==> config.mk <==
export PLATFORM = sky130hd
export DESIGN_NAME = set_ctrl
export DESIGN_NICKNAME = d
export VERILOG_FILES = /design/src/rtl/set_ctrl.sv
export SDC_FILE = /design/constraint.sdc
export NUM_CORES = 1
export LEC_CHECK = 0
export ABC_AREA = 0
export BUFFER_PORTS_ARGS = -buffer_cell sky130_fd_sc_hd__buf_2
export CAP_MARGIN = 30
export CORE_UTILIZATION = 54
export CTS_CLUSTER_DIAMETER = 50
export DETAILED_ROUTE_END_ITERATION = 10
export HOLD_SLACK_MARGIN = 0.12
export PLACE_DENSITY_LB_ADDON = 0.12
export SLEW_MARGIN = 20
export SYNTH_ARGS = -nofsm -noshare
export SYNTH_HDL_FRONTEND = slang
export SYNTH_SLANG_ARGS = --single-unit
export TNS_END_PERCENT = 100
==> constraint.sdc <==
create_clock -name clock -period 11.05 [get_ports clock]
set_input_delay 1.6575 -clock clock [delete_from_list [all_inputs] [get_ports clock]]
set_output_delay 1.6575 -clock clock [all_outputs]
set_load 0.01 [all_outputs]
==> src/rtl/set_ctrl.sv <==
// Time/alarm setting controller: RUN / SET_TIME / SET_ALARM mode FSM driven by
// one-cycle button pulses, with an idle timeout that commits and returns to RUN.
module set_ctrl #(
    parameter int unsigned TIMEOUT     = 30,
    parameter int unsigned COUNTER_MAX = 86399
) (
    input  logic        clock,
    input  logic        reset,
    input  logic [16:0] counter_state,
    input  logic        btn_mode,
    input  logic        btn_hour,
    input  logic        btn_min,
    input  logic        btn_alarm,
    output logic        set_flag,
    output logic [16:0] set_time,
    output logic        alarm_flag,
    output logic [16:0] alarm_time,
    output logic [1:0]  mode
);

    localparam int unsigned TW = 17;
    localparam int unsigned AW = 18;
    localparam int unsigned IW = 8;

    localparam logic [AW-1:0] MAX_A     = AW'(COUNTER_MAX);
    localparam logic [AW-1:0] WRAP_A    = AW'(COUNTER_MAX + 1);
    localparam logic [AW-1:0] HOUR_A    = AW'(3600);
    localparam logic [AW-1:0] MIN_A     = AW'(60);
    localparam logic [AW-1:0] MIN59_A   = AW'(3540);
    localparam logic [IW-1:0] IDLE_LAST = IW'(TIMEOUT - 1);

    typedef enum logic [1:0] {
        RUN       = 2'b00,
        SET_TIME  = 2'b01,
        SET_ALARM = 2'b10,
        BAD       = 2'b11
    } mode_e;

    mode_e         mode_q,       mode_d;
    logic          set_flag_q,   set_flag_d;
    logic [TW-1:0] set_time_q,   set_time_d;
    logic          alarm_flag_q, alarm_flag_d;
    logic [TW-1:0] alarm_time_q, alarm_time_d;
    logic          alarm_en_q,   alarm_en_d;
    logic [TW-1:0] edit_q,       edit_d;
    logic [IW-1:0] idle_q,       idle_d;

    logic          any_btn;
    logic          timeout;
    logic [TW-1:0] floor_min;

    // +1 hour at 18 bits, wrapping past the last second of the day
    function automatic logic [TW-1:0] hour_inc(input logic [TW-1:0] v);
        logic [AW-1:0] s;
        s = AW'(v) + HOUR_A;
        if (s > MAX_A) begin
            s = s - WRAP_A;
        end
        return TW'(s);
    endfunction

    // +1 minute, minute field wraps 59 -> 0 without carrying into hours
    function automatic logic [TW-1:0] min_inc(input logic [TW-1:0] v);
        logic [AW-1:0] s;
        logic [AW-1:0] mins;
        mins = (AW'(v) / MIN_A) % MIN_A;
        if (mins == AW'(59)) begin
            s = AW'(v) - MIN59_A;
        end else begin
            s = AW'(v) + MIN_A;
        end
        if (s > MAX_A) begin
            s = s - WRAP_A;
        end
        return TW'(s);
    endfunction

    assign any_btn   = btn_mode | btn_hour | btn_min | btn_alarm;
    assign timeout   = !any_btn && (idle_q == IDLE_LAST);
    assign floor_min = TW'(AW'(counter_state) - (AW'(counter_state) % MIN_A));

    always_comb begin
        mode_d       = mode_q;
        set_flag_d   = set_flag_q;
        set_time_d   = set_time_q;
        alarm_flag_d = alarm_flag_q;
        alarm_time_d = alarm_time_q;
        alarm_en_d   = alarm_en_q;
        edit_d       = edit_q;
        idle_d       = idle_q;

        case (mode_q)
            RUN: begin
                idle_d = '0;
                if (btn_mode) begin
                    mode_d     = SET_TIME;
                    set_time_d = floor_min;
                    set_flag_d = 1'b1;
                end else if (btn_alarm) begin
                    alarm_en_d   = !alarm_en_q;
                    alarm_flag_d = !alarm_en_q;
                end
            end

            SET_TIME: begin
                if (any_btn) begin
                    idle_d = '0;
                end else begin
                    idle_d = idle_q + IW'(1);
                end
                if (btn_mode) begin
                    mode_d       = SET_ALARM;
                    set_flag_d   = 1'b0;
                    edit_d       = alarm_time_q;
                    alarm_flag_d = 1'b0;
                end else if (btn_hour) begin
                    set_time_d = hour_inc(set_time_q);
                end else if (btn_min) begin
                    set_time_d = min_inc(set_time_q);
                end else if (timeout) begin
                    mode_d     = RUN;
                    set_flag_d = 1'b0;
                    idle_d     = '0;
                end
            end

            SET_ALARM: begin
                if (any_btn) begin
                    idle_d = '0;
                end else begin
                    idle_d = idle_q + IW'(1);
                end
                // Both explicit exit and timeout commit the edited setpoint
                if (btn_mode || timeout) begin
                    mode_d       = RUN;
                    alarm_time_d = edit_q;
                    alarm_flag_d = alarm_en_q;
                    idle_d       = '0;
                end else if (btn_hour) begin
                    edit_d = hour_inc(edit_q);
                end else if (btn_min) begin
                    edit_d = min_inc(edit_q);
                end
            end

            default: begin
                mode_d     = RUN;
                set_flag_d = 1'b0;
                idle_d     = '0;
            end
        endcase
    end

    always_ff @(posedge clock or posedge reset) begin
        if (reset) begin
            mode_q       <= RUN;
            set_flag_q   <= 1'b0;
            set_time_q   <= '0;
            alarm_flag_q <= 1'b0;
            alarm_time_q <= '0;
            alarm_en_q   <= 1'b0;
            edit_q       <= '0;
            idle_q       <= '0;
        end else begin
            mode_q       <= mode_d;
            set_flag_q   <= set_flag_d;
            set_time_q   <= set_time_d;
            alarm_flag_q <= alarm_flag_d;
            alarm_time_q <= alarm_time_d;
            alarm_en_q   <= alarm_en_d;
            edit_q       <= edit_d;
            idle_q       <= idle_d;
        end
    end

    assign set_flag   = set_flag_q;
    assign set_time   = set_time_q;
    assign alarm_flag = alarm_flag_q;
    assign alarm_time = alarm_time_q;
    assign mode       = mode_q;

endmodule

# Yosys cells after proc, flatten, opt, wreduce, memory -nomap -nowiden
# Index checks and enable logic that the tools add are counted.
# W data, S select, Z words.
[op_classes] n_addsub=12 div_mod_pow=5 order_cmp=4 n_eq_ne=17 n_mux=49 bitwise=5 n_reduce_logical=15
[op_table] operator="$mux W17" count=12
[op_table] operator="$mux W18" count=10
[op_table] operator="$gt A18 B17 Y1 const B" count=4
[op_table] operator="$pmux W17 S2" count=2
[op_table] operator="$sub A17 B17 Y17 const B" count=4
[op_table] operator="$mux W8" count=6
[op_table] operator="$add A17 B12 Y18 const B" count=2
[op_table] operator="$add A17 B6 Y18 const B" count=2
[op_table] operator="$div A17 B6 Y18 const B" count=2
[op_table] operator="$eq A18 B6 Y1 const B" count=2
[op_table] operator="$mod A18 B6 Y18 const B" count=2
[op_table] operator="$sub A17 B12 Y18 const B" count=2
[op_table] operator="$mod A17 B6 Y18 const B" count=1
[op_table] operator="$sub A17 B17 Y17" count=1
[op_table] operator="$pmux W8 S2" count=1
[op_table] operator="$ne A3 B3 Y1 const B" count=5
[op_table] operator="$reduce_and A5 Y1" count=3
[op_table] operator="$ne A2 B2 Y1 const B" count=7
[op_table] operator="$mux W2" count=6
[op_table] operator="$mux W1" count=9
[op_table] operator="$add A8 B1 Y8 const B" count=1
[op_table] operator="$eq A8 B5 Y1 const B" count=1
[op_table] operator="$reduce_and A4 Y1" count=2
[op_table] operator="$pmux W1 S3" count=2
[op_table] operator="other kinds (13)" count=18
[totals] reg_bits=64 in_bits=23 output_inout_bits=38 elab_cells=115

# Depth between registers and ports, before layout
[depth] ltp_word=14 mapped_depth=44 mapped_depth_nobuf=42

# Least setup slack after synthesis
# No wires, ideal clock.
[synth_timing] kind="input -> register" startpoint="in counter_state[16]" endpoint="reg set_time_q[16], in the netlist set_time[16]" setup_time_ns=0.066 arrival_time_ns=9.624 required_time_ns=10.984 path_slack_ns=1.360 path_stages=44 n_path_buf=2 cell_sequence="clkbuf_1 > o211a_1 > or3_1 > a211oi_1 > o21ai_0 > a211o_1 > a21boi_1 > o22ai_1 > xnor2_1 > a211oi_1 > a2111oi_0 > nor2_1 > a221oi_1 > o221ai_1 > and2_1 > clkbuf_1 > a21o_1 > a211oi_1 > (+8 left out) > o21ai_0 > a21oi_1 > o21ai_0 > nand2b_1 > and2_1 > o21a_1 > o21a_1 > o21ai_0 > nand2b_1 > and2_1 > o21a_1 > o21ai_0 > nand2b_1 > a21oi_1 > xor2_1 > nor3_1 > nor2_1 > o31a_1"
[synth_via] elab_chain_cells=4
[synth_lines] element="start: declaration" line_no="9" rtl="input logic [16:0] counter_state,"
[synth_lines] element="$mod A17 B6 Y18" line_no="80" rtl="assign floor_min = TW'(AW'(counter_state) - (AW'(counter_state) % MIN_A));"
[synth_lines] element="$sub A17 B17 Y17 *" line_no="80"
[synth_lines] element="$mux W17 *" line_no="95" rtl="if (btn_mode) begin"
[synth_lines] element="$pmux W17 S2 *" line_no="92" rtl="case (mode_q)"
[synth_lines] element="end signal: assignment" line_no="167" rtl="set_time_q <= set_time_d;"
[synth_lines] element="end: declaration" line_no="41" rtl="logic [TW-1:0] set_time_q, set_time_d;"
# Every way passes the cells marked *; elsewhere a longest branch is shown, timed or not. The select of a mux whose other input is x is not followed.
# A chain may end at the register's enable or synchronous reset.

# Worst setup path after layout
[layout_timing] startpoint="reg set_time_q[2], in the netlist set_time[2]" endpoint="reg set_time_q[8], in the netlist set_time[8]"
[layout_via] elab_chain_cells=14 elab_cells_between_ends=21 classes_between="add/sub (5); div (2); order compare (2); eq/ne (1); mux (11)"
[layout_lines] element="$div A17 B6 Y18" line_no="66" rtl="mins = (AW'(v) / MIN_A) % MIN_A;"
[layout_lines] element="$mod A18 B6 Y18" line_no="66"
[layout_lines] element="$eq A18 B6 Y1" line_no="67" rtl="if (mins == AW'(59)) begin"
[layout_lines] element="$mux W18" line_no="67"
[layout_lines] element="$mux W18" line_no="118" rtl="end else if (btn_min) begin"
[layout_lines] element="$mux W18" line_no="116" rtl="end else if (btn_hour) begin"
[layout_lines] element="$mux W18" line_no="111" rtl="if (btn_mode) begin"
[layout_lines] element="$mux W18" line_no="92"
[layout_lines] element="$sub A17 B17 Y17 or $gt A18 B17 Y1 (tied branches)" line_no="73, 72"
[layout_lines] element="$mux W17" line_no="72" rtl="if (s > MAX_A) begin"
[layout_lines] element="$mux W17" line_no="118"
[layout_lines] element="$mux W17 *" line_no="116"
[layout_lines] element="$mux W17 *" line_no="111"
[layout_lines] element="$pmux W17 S2 *" line_no="92"
# Marks and branches as above.

==> impl_results.md <==
- Post-synth top cells: 152 x nand2_1, 136 x nor2_1, 110 x a21oi_1
- Post-synth EDFFs: 0
- CTS clk-pin slew, worst paths: 0.06 ns
- Layout cells sized above 1: 0.116
- CTS buffer count: 9
- Hold_buf cts: 0
- Vias in the first global route: 11,061
- Gr ovfl total: 0
- Drt pass-1 iters: 5
- Top_reg_cell synth: dfrtp_1
- Final GP Congestion: 0.946
- Final Cycle Share: 0.938
- CP Launch Type: flip-flop
- Tot GR Track Use: 0.299
- DRT antenna net count: 0
- Synth Instances: 1,604
- CTS H-tree lvls: 3
- Drt total wl: 33,300 um
- Final setup violation count: 0
- Initial antenna violation count: 0
- Max Slew Vio Count: 0
- PortBufs: 56
- Async SR Flop Fraction: 1.00
- Largest net degree at the start of global routing: 39
- WL/cell: 17.4 um
- Vias post-DR: 12,535
- Yosys cell types: 128
- Fill count: 1,985
- DIE WIDTH: 148 um
- Worst path arrival time: 10.52 ns
- Most used cell along the critical path: inv_1
- Hold Violations, Final: 0
- Drc violations: 0
- Worst path slowest cell: or4b_4
- Max Root-Sink Buffers: 2
- Post-synthesis sequential area ratio: 0.134
- N_diodes: 0
- Post-synth top area cell: dfrtp_1
- Clock sink total: 62
- Post CTS Setup Buffer Count: 0
- Row count: 53
- First-pass GRT wire length: 54,800 um
- Setup tns final: 0 ns
- YS warnings: 0
- Starting Density: 0.550
- Post-synthesis cell area: 0.0116 mm^2
- Finished Core Util: 0.590
- Area Growth Syn to Fin: 7.37%
- Max-Cap Viols: 0
- Synth top area share: 0.134
- Outcome: finished clean
- Clock Latency Late Sink: 0.34 ns
- DP HPWL: 25,300 um
- #FFs+latches synth: 62
- Crit Path Max Fanout: 7
- Die ar.: 0.0220 mm^2
- Worst Hold Class: flip-flop to flip-flop
- Cell with the most instances after synthesis: nand2_1
- Synth area leaders: dfrtp_1 13%, ha_1 5.3%, nand2_1 4.9%
- Boundary pin count: 61
- DRT iter0 DRCs: 1,173
- Worst Skew: 0.0132 ns
- Post_cts resized: 0
- Clk root buf: clkbuf_16
- Min cycle time layout: 10.36 ns
- Core box area: 0.0210 mm^2
- Slew at the pin closest to its max-slew limit: 1.03 ns
- Critical path endpoint category: flip-flop
- Via density per instance: 6.57
- Final Net Count: 1,700
- Crit path kind: flip-flop to flip-flop
- F_max: 0.0965 GHz
- Critical path required time: 11.21 ns
- Die height: 148 um
- Critical Path Max Stage Delay: 0.58 ns
- Synthesized area per cell: 7.21 um^2
- CTS tree: done
- Slew HR: 0.310
- RSZ-0062 raised after global routing: no
cell families after synthesis:
family	after synthesis	share of synthesized area
and+or+nand+nor	614	0.272
xor gates and xnor gates	110	0.0853
muxes	39	0.0370
AOI/OAI and AO/OA	586	0.365
DFF	62	0.134
buffers and inverters	137	0.0484
adders and majority gates	54	0.0574
other	2	0.000650
layout by cell type (no fill, tap or decap), types with 11 or more instances in the layout:
cell type,n
nor3_1,66
a21o_1,26
buf_2,56
and3_1,26
or3_1,12
and2_1,20
nand3b_1,14
nand4_1,15
o21ai_0,108
o221ai_1,13
o211ai_1,36
ha_1,49
inv_1,54
a21oi_1,110
o31ai_1,11
mux2_2,16
o21a_1,19
a211oi_1,27
mux2i_1,19
o22ai_1,15
nor2_1,136
o21ai_1,12
a31oi_1,29
xnor2_1,64
nand2_1,152
a22oi_1,12
nand3_1,58
xor2_1,43
buf_4,26
conb_1,12
dfrtp_1,62
nor4_1,13
nor2b_1,14
nand2b_1,33
flip-flops by register name, indices dropped and copies added, names as in the netlist:
name / cells
idle_q: 8
mode: 2
set_flag: 1
alarm_time: 17
alarm_flag: 1
edit_q: 17
alarm_en_q: 1
set_time: 15
worst max-delay path, delay by kind of cell (launching register included):
| kind | cells | cell delay (ns) |
|---|---|---|
| AND/OR/NAND/NOR | 15 | 3.99 |
| XOR/XNOR | 2 | 0.77 |
| AO/OA/AOI/OAI | 15 | 3.82 |
| adder cells (fa/ha/maj) | 2 | 0.63 |
| flip-flops | 1 | 0.41 |
| buffers and inverters | 4 | 0.31 |
| multiplexers | 1 | 0.22 |
metrics by stage:
| step | cell area, um^2 | hold slack, ns | std cells | worst slack [ns] |
|---|---|---|---|---|
| after floorplan | 11600 | 0.434 | 1614 | 1.36 |
| after global placement | 12100 | 0.447 | 1891 | 0.807 |
| after detailed placement | 12100 | 0.456 | 1891 | 0.582 |
| after CTS | 12400 | 0.470 | 1907 | 0.871 |
| after global routing | 12400 | 0.494 | 1908 | 0.00428 |
| final | 12400 | 0.467 | 1908 | 0.687 |
final timing paths:
kind	start	slack, ns	endpoint	cells after the start
setup reg to reg	set_time[2]	0.69	set_time[8]	39
hold / removal	edit_q[0]	0.47	edit_q[0]	2
hold reg to reg	edit_q[0]	0.47	edit_q[0]	2
setup / recovery	set_time[2]	0.69	set_time[8]	39
max in group asynchronous	reset	8.72	set_time[12]	3
min in group asynchronous	reset	1.40	idle_q[2]	2
routing by layer:
metal / GRT usage / part of all wire / up-vias
met5: 0 / 0 / -
met4: 0.0742 / 0.0090 / 0
met3: 0.0353 / 0.075 / 21
met2: 0.458 / 0.43 / 482
met1: 0.442 / 0.49 / 5892
li1: - / - / 6140
area by class of cell:
| class | count | area, um^2 | area share |
|---|---|---|---|
| repair buffers | 83 | 490 | 0.0395 |
| inverters | 57 | 216 | 0.0174 |
| clock buffers | 12 | 256 | 0.0207 |
| well taps | 275 | 344 | 0.0277 |
| flip-flops and latches | 62 | 1550 | 0.125 |
| clock inverters | 4 | 55.1 | 0.00444 |
| multi-input cells | 1415 | 9500 | 0.765 |
Power is left out: the tool's default activity adds up to more than one toggle a clock period on the data nets, which glitch-free logic cannot reach.
